--- config.mk ---
export PLATFORM = sky130hd
export DESIGN_NAME = muldiv_unit
export DESIGN_NICKNAME = d
export VERILOG_FILES = /design/src/rtl/muldiv_unit.sv
export SDC_FILE = /design/constraint.sdc
export NUM_CORES = 1
export LEC_CHECK = 0
export ABC_AREA = 1
export BUFFER_PORTS_ARGS = -buffer_cell sky130_fd_sc_hd__buf_2
export CORE_MARGIN = 8
export CORE_UTILIZATION = 30
export CTS_CLUSTER_DIAMETER = 30
export CTS_CLUSTER_SIZE = 25
export DETAILED_ROUTE_END_ITERATION = 6
export HOLD_SLACK_MARGIN = 0.03
export PLACE_DENSITY_LB_ADDON = 0.05
export SYNTH_ARGS = -nofsm -noshare
export SYNTH_HDL_FRONTEND = slang
export SYNTH_SLANG_ARGS = --single-unit
--- constraint.sdc ---
create_clock -name clk -period 3.95 [get_ports clk]
set_clock_uncertainty 0.05 [all_clocks]
set_input_delay 0.1975 -clock clk [delete_from_list [all_inputs] [get_ports clk]]
set_output_delay 0.1975 -clock clk [all_outputs]
set_load 0.03 [all_outputs]
--- src/rtl/muldiv_unit.sv ---
// muldiv_unit: iterative multiply/divide unit for the EX stage.
//
// Runs MULT/MULTU/DIV/DIVU on an unsigned core. Signed operands are turned
// into magnitudes first, and the signs are put back on the write-back edge.
// The core is a shift-add multiplier or a restoring divider, one bit per
// cycle over WIDTH cycles. HI/LO are registered and hold between operations.
//
// Ports
//   clk      rising-edge clock
//   resetn   synchronous, active-low reset
//   start_i  request, sampled only while idle
//   op_i     00 MULT, 01 MULTU, 10 DIV, 11 DIVU
//   a_i      multiplicand / dividend (latched at start)
//   b_i      multiplier / divisor (latched at start)
//   flush_i  abort the operation in flight; a start seen with it is dropped
//   busy_o   operation in flight (pipeline stall request)
//   done_o   one-cycle pulse: hi_o/lo_o were written on the preceding edge
//   hi_o     MUL: product high half; DIV: remainder
//   lo_o     MUL: product low half;  DIV: quotient
//
// Configuration
//   MULDIV_FAST_MUL_EN  when defined, MULT/MULTU finish on the accepting edge
//                       using a combinational WIDTHxWIDTH multiplier and never
//                       raise busy_o. DIV/DIVU always use the iterative path.
module muldiv_unit #(
  parameter int WIDTH = 32
) (
  input  logic             clk,
  input  logic             resetn,
  input  logic             start_i,
  input  logic [1:0]       op_i,
  input  logic [WIDTH-1:0] a_i,
  input  logic [WIDTH-1:0] b_i,
  input  logic             flush_i,
  output logic             busy_o,
  output logic             done_o,
  output logic [WIDTH-1:0] hi_o,
  output logic [WIDTH-1:0] lo_o
);

  localparam int            CW   = (WIDTH > 1) ? $clog2(WIDTH) : 1;
  localparam logic [CW-1:0] LAST = CW'(WIDTH - 1);

  // The sign fix-up step has no state of its own. It is computed
  // combinationally from the final core step and written on the edge that
  // ends the last CALC cycle. A flush during that cycle therefore suppresses
  // the write.
  typedef enum logic [1:0] {
    IDLE = 2'd0,
    ABS  = 2'd1,
    CALC = 2'd2
  } state_t;

  state_t           state;
  logic [1:0]       op_q;
  logic [WIDTH-1:0] a_q;
  logic [WIDTH-1:0] b_q;
  logic [WIDTH-1:0] opnd;
  logic [WIDTH-1:0] acc_hi;
  logic [WIDTH-1:0] acc_lo;
  logic [CW-1:0]    cnt;
  logic             neg_q;
  logic             neg_r;
  logic             div_zero;

  // Operand magnitudes of the latched operands, used in the ABS cycle.
  logic             is_mul;
  logic             is_signed;
  logic             a_neg;
  logic             b_neg;
  logic [WIDTH-1:0] mag_a;
  logic [WIDTH-1:0] mag_b;

  assign is_mul    = ~op_q[1];
  assign is_signed = ~op_q[0];
  assign a_neg     = is_signed & a_q[WIDTH-1];
  assign b_neg     = is_signed & b_q[WIDTH-1];
  assign mag_a     = a_neg ? -a_q : a_q;
  assign mag_b     = b_neg ? -b_q : b_q;

  // One core step. The multiply keeps {acc_hi, acc_lo} as the partial
  // product, with the multiplier shifting out of acc_lo. The divide keeps the
  // remainder in acc_hi, and the dividend shifts out of acc_lo while quotient
  // bits shift in. The remainder stays below the divisor, so the shifted value
  // is under twice the divisor and one extra bit is enough for the sign of the
  // trial subtraction.
  logic [WIDTH:0]   mul_sum;
  logic [WIDTH:0]   div_shift;
  logic [WIDTH+1:0] div_diff;
  logic             div_ge;
  logic [WIDTH-1:0] nx_hi;
  logic [WIDTH-1:0] nx_lo;

  assign mul_sum   = {1'b0, acc_hi} + (acc_lo[0] ? {1'b0, opnd} : '0);
  assign div_shift = {acc_hi, acc_lo[WIDTH-1]};
  assign div_diff  = {1'b0, div_shift} - {2'b00, opnd};
  assign div_ge    = ~div_diff[WIDTH+1];

  always_comb begin
    nx_hi = '0;
    nx_lo = '0;
    if (is_mul) begin
      nx_hi = mul_sum[WIDTH:1];
      nx_lo = {mul_sum[0], acc_lo[WIDTH-1:1]};
    end else begin
      nx_hi = div_ge ? div_diff[WIDTH-1:0] : div_shift[WIDTH-1:0];
      nx_lo = {acc_lo[WIDTH-2:0], div_ge};
    end
  end

  // Sign fix-up applied to the final step's output. A zero divisor bypasses
  // the fix-up and returns the raw dividend with an all-ones quotient.
  // MIN / -1 needs no special case: the magnitude quotient 2^(W-1) negates to
  // itself.
  logic [2*WIDTH-1:0] prod_fix;
  logic [WIDTH-1:0]   res_hi;
  logic [WIDTH-1:0]   res_lo;

  assign prod_fix = neg_q ? -{nx_hi, nx_lo} : {nx_hi, nx_lo};

  always_comb begin
    res_hi = '0;
    res_lo = '0;
    if (is_mul) begin
      {res_hi, res_lo} = prod_fix;
    end else if (div_zero) begin
      res_hi = a_q;
      res_lo = '1;
    end else begin
      res_hi = neg_r ? -nx_hi : nx_hi;
      res_lo = neg_q ? -nx_lo : nx_lo;
    end
  end

`ifdef MULDIV_FAST_MUL_EN
  // Sign- or zero-extending to 2W bits lets one unsigned multiply give the
  // correct 2W-bit product for both signed and unsigned operands.
  logic [2*WIDTH-1:0] fast_a;
  logic [2*WIDTH-1:0] fast_b;
  logic [2*WIDTH-1:0] fast_prod;

  assign fast_a    = op_i[0] ? {{WIDTH{1'b0}}, a_i} : {{WIDTH{a_i[WIDTH-1]}}, a_i};
  assign fast_b    = op_i[0] ? {{WIDTH{1'b0}}, b_i} : {{WIDTH{b_i[WIDTH-1]}}, b_i};
  assign fast_prod = fast_a * fast_b;
`endif

  // Control FSM and datapath registers. Outputs are registered.
  // busy_o follows the state being entered, and done_o defaults low so that
  // it pulses for exactly one cycle.
  always_ff @(posedge clk) begin
    if (!resetn) begin
      state    <= IDLE;
      op_q     <= '0;
      a_q      <= '0;
      b_q      <= '0;
      opnd     <= '0;
      acc_hi   <= '0;
      acc_lo   <= '0;
      cnt      <= '0;
      neg_q    <= 1'b0;
      neg_r    <= 1'b0;
      div_zero <= 1'b0;
      busy_o   <= 1'b0;
      done_o   <= 1'b0;
      hi_o     <= '0;
      lo_o     <= '0;
    end else begin
      done_o <= 1'b0;
      case (state)
        IDLE: begin
          if (start_i && !flush_i) begin
            op_q <= op_i;
            a_q  <= a_i;
            b_q  <= b_i;
`ifdef MULDIV_FAST_MUL_EN
            if (!op_i[1]) begin
              hi_o   <= fast_prod[2*WIDTH-1:WIDTH];
              lo_o   <= fast_prod[WIDTH-1:0];
              done_o <= 1'b1;
            end else begin
              state  <= ABS;
              busy_o <= 1'b1;
            end
`else
            state  <= ABS;
            busy_o <= 1'b1;
`endif
          end
        end
        ABS: begin
          if (flush_i) begin
            state  <= IDLE;
            busy_o <= 1'b0;
          end else begin
            opnd     <= is_mul ? mag_a : mag_b;
            acc_hi   <= '0;
            acc_lo   <= is_mul ? mag_b : mag_a;
            neg_q    <= a_neg ^ b_neg;
            neg_r    <= a_neg;
            div_zero <= !is_mul && (b_q == '0);
            cnt      <= '0;
            state    <= CALC;
          end
        end
        CALC: begin
          if (flush_i) begin
            state  <= IDLE;
            busy_o <= 1'b0;
          end else begin
            acc_hi <= nx_hi;
            acc_lo <= nx_lo;
            cnt    <= cnt + 1'b1;
            if (cnt == LAST) begin
              hi_o   <= res_hi;
              lo_o   <= res_lo;
              done_o <= 1'b1;
              busy_o <= 1'b0;
              state  <= IDLE;
            end
          end
        end
        default: begin
          state  <= IDLE;
          busy_o <= 1'b0;
        end
      endcase
    end
  end

endmodule

# [Word level (Yosys, flattened, before mapping)]
# Cells that the tools add are included.
[totals] reg_bits=238 inputBits=70
[classes] add_sub_neg=8 eq_ne=8 muxes=35 n_bitwise=8 reduce_logical=13
[ops] operator="two-way mux 32 bit" n=18
[ops] operator="negator 32 bit" n=4
[ops] operator="case mux 32 bit (2 select lines)" n=2
[ops] operator="two-way mux 64 bit" n=1
[ops] operator="negator 64 bit" n=1
[ops] operator="subtractor 33 x 32 -> 34 bit" n=1
[ops] operator="adder 32 x 32 -> 33 bit" n=1
[ops] operator="zero test 32 bit" n=1
[ops] operator="two-way mux 5 bit" n=2
[ops] operator="case mux 5 bit (2 select lines)" n=1
[ops] operator="AND reduction 3 bit" n=3
[ops] operator="two-way mux 2 bit" n=4
[ops] operator="!= test 2 bit (second input constant)" n=4
[ops] operator="case mux 2 bit (3 select lines)" n=1
[ops] operator="AND reduction 2 bit" n=3
[ops] operator="adder 5 x 1 -> 5 bit (second input constant)" n=1
[ops] operator="== test 5 bit (second input constant)" n=1
[ops] operator="two-way mux 1 bit" n=5
[ops] operator="inverter 1 bit" n=5
[ops] operator="!= test 3 bit (second input constant)" n=1
[ops] operator="case mux 1 bit (3 select lines)" n=1
[ops] operator="OR reduction 3 bit" n=1
[ops] operator="bitwise AND 1 bit" n=2
[ops] operator="== test 2 x 1 -> 1 bit (second input constant)" n=1
[ops] operator="other kinds (6)" n=7

# [Depth between registers and ports, before layout]
[logic_depth] word_depth=7 mapped_depth=33

# [Worst setup path before layout]
# OpenSTA, ideal clock, no wires.
[synth_path] path_type="register to register" startpoint="reg opnd[20]" endpoint="reg hi_o[28]" setup_ps=109 arrival_ps=3481 required_time_ps=3791 setup_slack_ps=310 stages_incl_launch_ff=31 period_less_slack_ps=3640 cell_sequence="dfxtp_1 > inv_1 > ha_1 > nand2_1 > inv_2 > nand2_1 > nand2_1 > nand2_1 > a21oi_2 > nor2_4 > buf_6 > nand3_2 > nand2_2 > ha_1 > inv_1 > nor3_4 > nand4_1 > nor3b_2 > nand3_2 > nor2_2 > nand3_2 > nor2_1 > nand2_1 > nor2_2 > nand2_1 > nand2_1 > nand3_1 > nand3_1 > nand3_1 > nand2_1 > inv_1"
[synth_via] elab_chain_cells=7
[synth_lines] item="start, declared" line="58" text="logic [WIDTH-1:0] opnd;"
[synth_lines] item="start signal, assigned" line="195" text="opnd <= is_mul ? mag_a : mag_b;"
[synth_lines] item="subtractor 33 x 32 -> 34 bit or two-way mux 32 bit (tied branches)" line="96, 94"
[synth_lines] item="two-way mux 32 bit or adder 32 x 32 -> 33 bit (tied branches)" line="106, 94"
[synth_lines] item="two-way mux 32 bit" line="102" text="if (is_mul) begin"
[synth_lines] item="negator 32 bit" line="130" text="res_hi = neg_r ? -nx_hi : nx_hi;"
[synth_lines] item="two-way mux 32 bit" line="130"
[synth_lines] item="two-way mux 32 bit" line="126" text="end else if (div_zero) begin"
[synth_lines] item="two-way mux 32 bit (*)" line="124" text="if (is_mul) begin"
[synth_lines] item="end signal, assigned" line="214" text="hi_o <= res_hi;"
[synth_lines] item="end, declared" line="37" text="output logic [WIDTH-1:0] hi_o,"
# Mark *: on every way between the ends. The rest lies on a longest branch, timed or not.
# A chain may end at the register's enable or synchronous reset.

# [Final worst setup path]
[layout_path] startpoint="reg opnd[29]" endpoint="reg hi_o[28]"
# The elaborated chain is that of the path after synthesis.

==> key figures <==
Place
  • Port Buffers: 135
  • GPL Wtd Cong: 0.996
  • Dpl cells: roughly 4600
  • Area post-placement: between 20000 and 25000 sq um
  • Detail Placement HPWL: around 88000 um

CTS
  • CTS tree: built
  • Clock Latency Late Sink: 0.61 ns
  • Clock Path Buffers: 3
  • CTS Sinks: roughly 240
  • CTS H-tree lvls: 3
  • Clock root buffer: clkbuf_16
  • Worst-path clk slew: roughly 0.040 ns
  • TritonCTS buffer count: 79

STA
  • Min Tclk post-route: 3.88 ns
  • Max Slew Vio Count: 0
  • RSZ-0062 raised after global routing: yes
  • Actual slew at the worst max-slew pin: 1.15 ns
  • Final hold vios: 0
  • Final period utilization: 0.983
  • Maximum clock rate: 257 MHz
  • # setup viols final: 0
  • Hold_ws: roughly 0.056 ns
  • Worst slew margin: 0.228

Worst setup path
  • Slowest CP cell: dfxtp_2
  • CP Launch Type: flip-flop
  • Worst-path fanout max: 3
  • WP data arrival: 4.33 ns
  • Worst path required time: 4.40 ns
  • Largest stage delay, worst path: 0.33 ns
  • Most used cell along the critical path: nand2_2
  • Crit end category: flip-flop
  • Setup CP Type: flip-flop to flip-flop

Power
  • Reg power frac: 0.174
  • Gate power share: 0.411
  • VDD IR max: 330 uV
  • PwrDens: 540 nW/um^2
  • Pleak: about 14 nW
  • Power, Total: around 16 mW
  • Sw power: 6.37 mW
  • Clk network pwr share: 0.414
  • Sw Ratio: 0.407
  • Pint: roughly 9.3 mW

Drt
  • DR WL/cell: 22.6 um
  • First-pass iteration count of the detailed router: 6
  • Via count: roughly 25000
  • Drt via density: 5.09
  • DRT iter0 DRCs: 2140
  • DR DRC count: 0
  • WL final: around 110000 um
  • Routed Antenna Nets: 0

Cells and area
  • Final cell count without fillers: 4875
  • Layout fillers: 7114
  • Most common cell after layout, fill and taps aside: nand2_1
  • Cell area after layout: a little under 30000 sq um
  • P&R area growth vs syn: 43.6%
  • Final net count: 4078
  • Final Util: 0.433
  • Share of cells above drive strength 1: 0.262
  • Most frequent cells in the layout: nand2_1, inv_1, buf_4

Logic synthesis
  • Yosys cell types: slightly above 60
  • Sequential area share after synthesis: 0.236
  • Avg Cell Area, Syn: 5.95 sq um
  • Post-synth ARST share: 0
  • Mapped Cells: 3386
  • Synth Cell Area: 20200 sq um
  • Synth warn: 0
  • Mapped Nets: 3528
  • Main synth FF type: dfxtp_1
  • Synth Register Bits: 238
  • Number of synthesized flops with an enable pin: 0

GRT
  • GRT Total Usage: 0.283
  • Pin count of the biggest net entering global routing: 151
  • First-pass GRT wire length: about 160000 um
  • Initial antenna violation count: 8
  • Global route total overflow: 0
  • Vias in the first global route: 24400

Floorplan
  • Initial Utilization: 0.302
  • Full die area: 75800 sq um
  • Rows: 95
  • Die Wd: 275 um
  • Core area: 66800 sq um
  • Total I/O pin count: roughly 140
  • Chip Height: 275 um

Job
  • MaxCap Viol Count: 0

Outcome
  • Outcome: finished, final reports clean

Worst hold path
  • Hold Crit Class: input pin to flip-flop
[cell usage after synthesis, types with 5 or more instances]
master | number | area [sq um]
nand2_1 | 956 | 3590
inv_1 | 433 | 1630
nor2_1 | 296 | 1110
o21ai_0 | 244 | 1220
a21oi_1 | 240 | 1200
dfxtp_1 | 238 | 4760
nand3_1 | 238 | 1190
clkbuf_1 | 100 | 375
ha_1 | 70 | 876
xor2_1 | 66 | 578
a31oi_1 | 42 | 263
o211ai_1 | 41 | 308
nand4_1 | 38 | 238
nor3_1 | 32 | 160
nand3b_1 | 31 | 233
nand2_2 | 28 | 175
o221ai_1 | 28 | 245
o21ai_1 | 25 | 125
nor2_2 | 24 | 150
buf_2 | 22 | 110
inv_2 | 22 | 82.6
nand3_2 | 19 | 190
xnor2_1 | 19 | 166
a22oi_1 | 16 | 120
buf_1 | 14 | 52.6
or2_2 | 11 | 68.8
nor2_4 | 9 | 101
buf_6 | 8 | 90.1
a21o_1 | 6 | 45.0
nor4_1 | 6 | 37.5
o21bai_1 | 6 | 45.0
clkinv_1 | 5 | 18.8
o21ai_2 | 5 | 43.8
[per-layer routing]
| layer | track usage | wire [um] | vias to the layer above |
|---|---|---|---|
| li1 | - | - | 12100 |
| met2 | 0.476 | 51300 | 810 |
| met3 | 0.0395 | 6200 | 194 |
| met5 | 0 | 13 | - |
| met4 | 0.117 | 4840 | 2 |
| met1 | 0.362 | 47700 | 11700 |
[kinds of logic after synthesis]
logic type / after synthesis / share of synthesized area
AO/OA/AOI/OAI: 670 / 0.187
XOR/XNOR: 85 / 0.0369
adder cells (fa/ha/maj): 72 / 0.0454
buffers and inverters: 608 / 0.119
flip-flops: 238 / 0.236
AND/OR/NAND/NOR: 1713 / 0.376
[worst paths after layout]
| check | from | endpoint | slack, ns | cells after the start |
|---|---|---|---|---|
| min | a_i[18] | a_q[18] | 0.06 | 3 |
| max reg2reg | opnd[29] | hi_o[28] | 0.07 | 27 |
| max | opnd[29] | hi_o[28] | 0.07 | 27 |
| min reg2reg | busy_o | busy_o | 0.42 | 2 |
[sequential cells by signal (all words and copies together) (netlist names)]
signal    flops
hi_o         32
op_q          2
lo_o         32
acc_hi       32
state         2
a_q          32
cnt           5
neg_r         1
busy_o        1
b_q          32
opnd         32
neg_q         1
done_o        1
acc_lo       32
div_zero      1
[metrics by stage]
| step | worst slack, ns | TNS (ns) |
|---|---|---|
| after floorplan | 0.310 | 0 |
| after global placement | -0.156 | -0.839 |
| after detailed placement | -0.210 | -2.14 |
| after CTS | 0.00602 | 0 |
| after global routing | -0.0923 | -0.640 |
| final | 0.0659 | 0 |
[power groups by stage]
stage	logic, mW	clock network [mW]	registers, mW
after detailed placement	5.99	0	2.76
after CTS	6.16	6.57	2.72
after floorplan	3.39	0	2.70
after global routing	6.91	6.73	2.74
after global placement	6.00	0	2.76
final	6.43	6.48	2.73
[critical path: cells and delay by family, from the launching register on]
family                     cells  cell delay, ns
and+or+nand+nor               19            2.54
AOI/OAI and AO/OA              2            0.29
adders and majority gates      2            0.35
buffers and inverters          4            0.23
DFF                            1            0.33
[timing repair]
item                       4_1_cts  5_1_grt
hold endpoints to repair        68        0
pin swaps                       17       61
hold buffers                    65        0
gates resized for setup         23      236
buffers inserted                14       15
setup endpoints to repair       22       30
[layout make-up]
cell class	count	area, sq um	share of cell area
diodes	1	2.50	0.0000864
repair buffers	615	4530	0.156
multi-input cells	2540	14000	0.483
well taps	873	1090	0.0377
clock inverters	50	589	0.0204
inverters	462	1740	0.0602
clock buffers	96	2200	0.0761
flip-flops and latches	238	4800	0.166
Note: power is estimated with default switching activity, not from simulation.
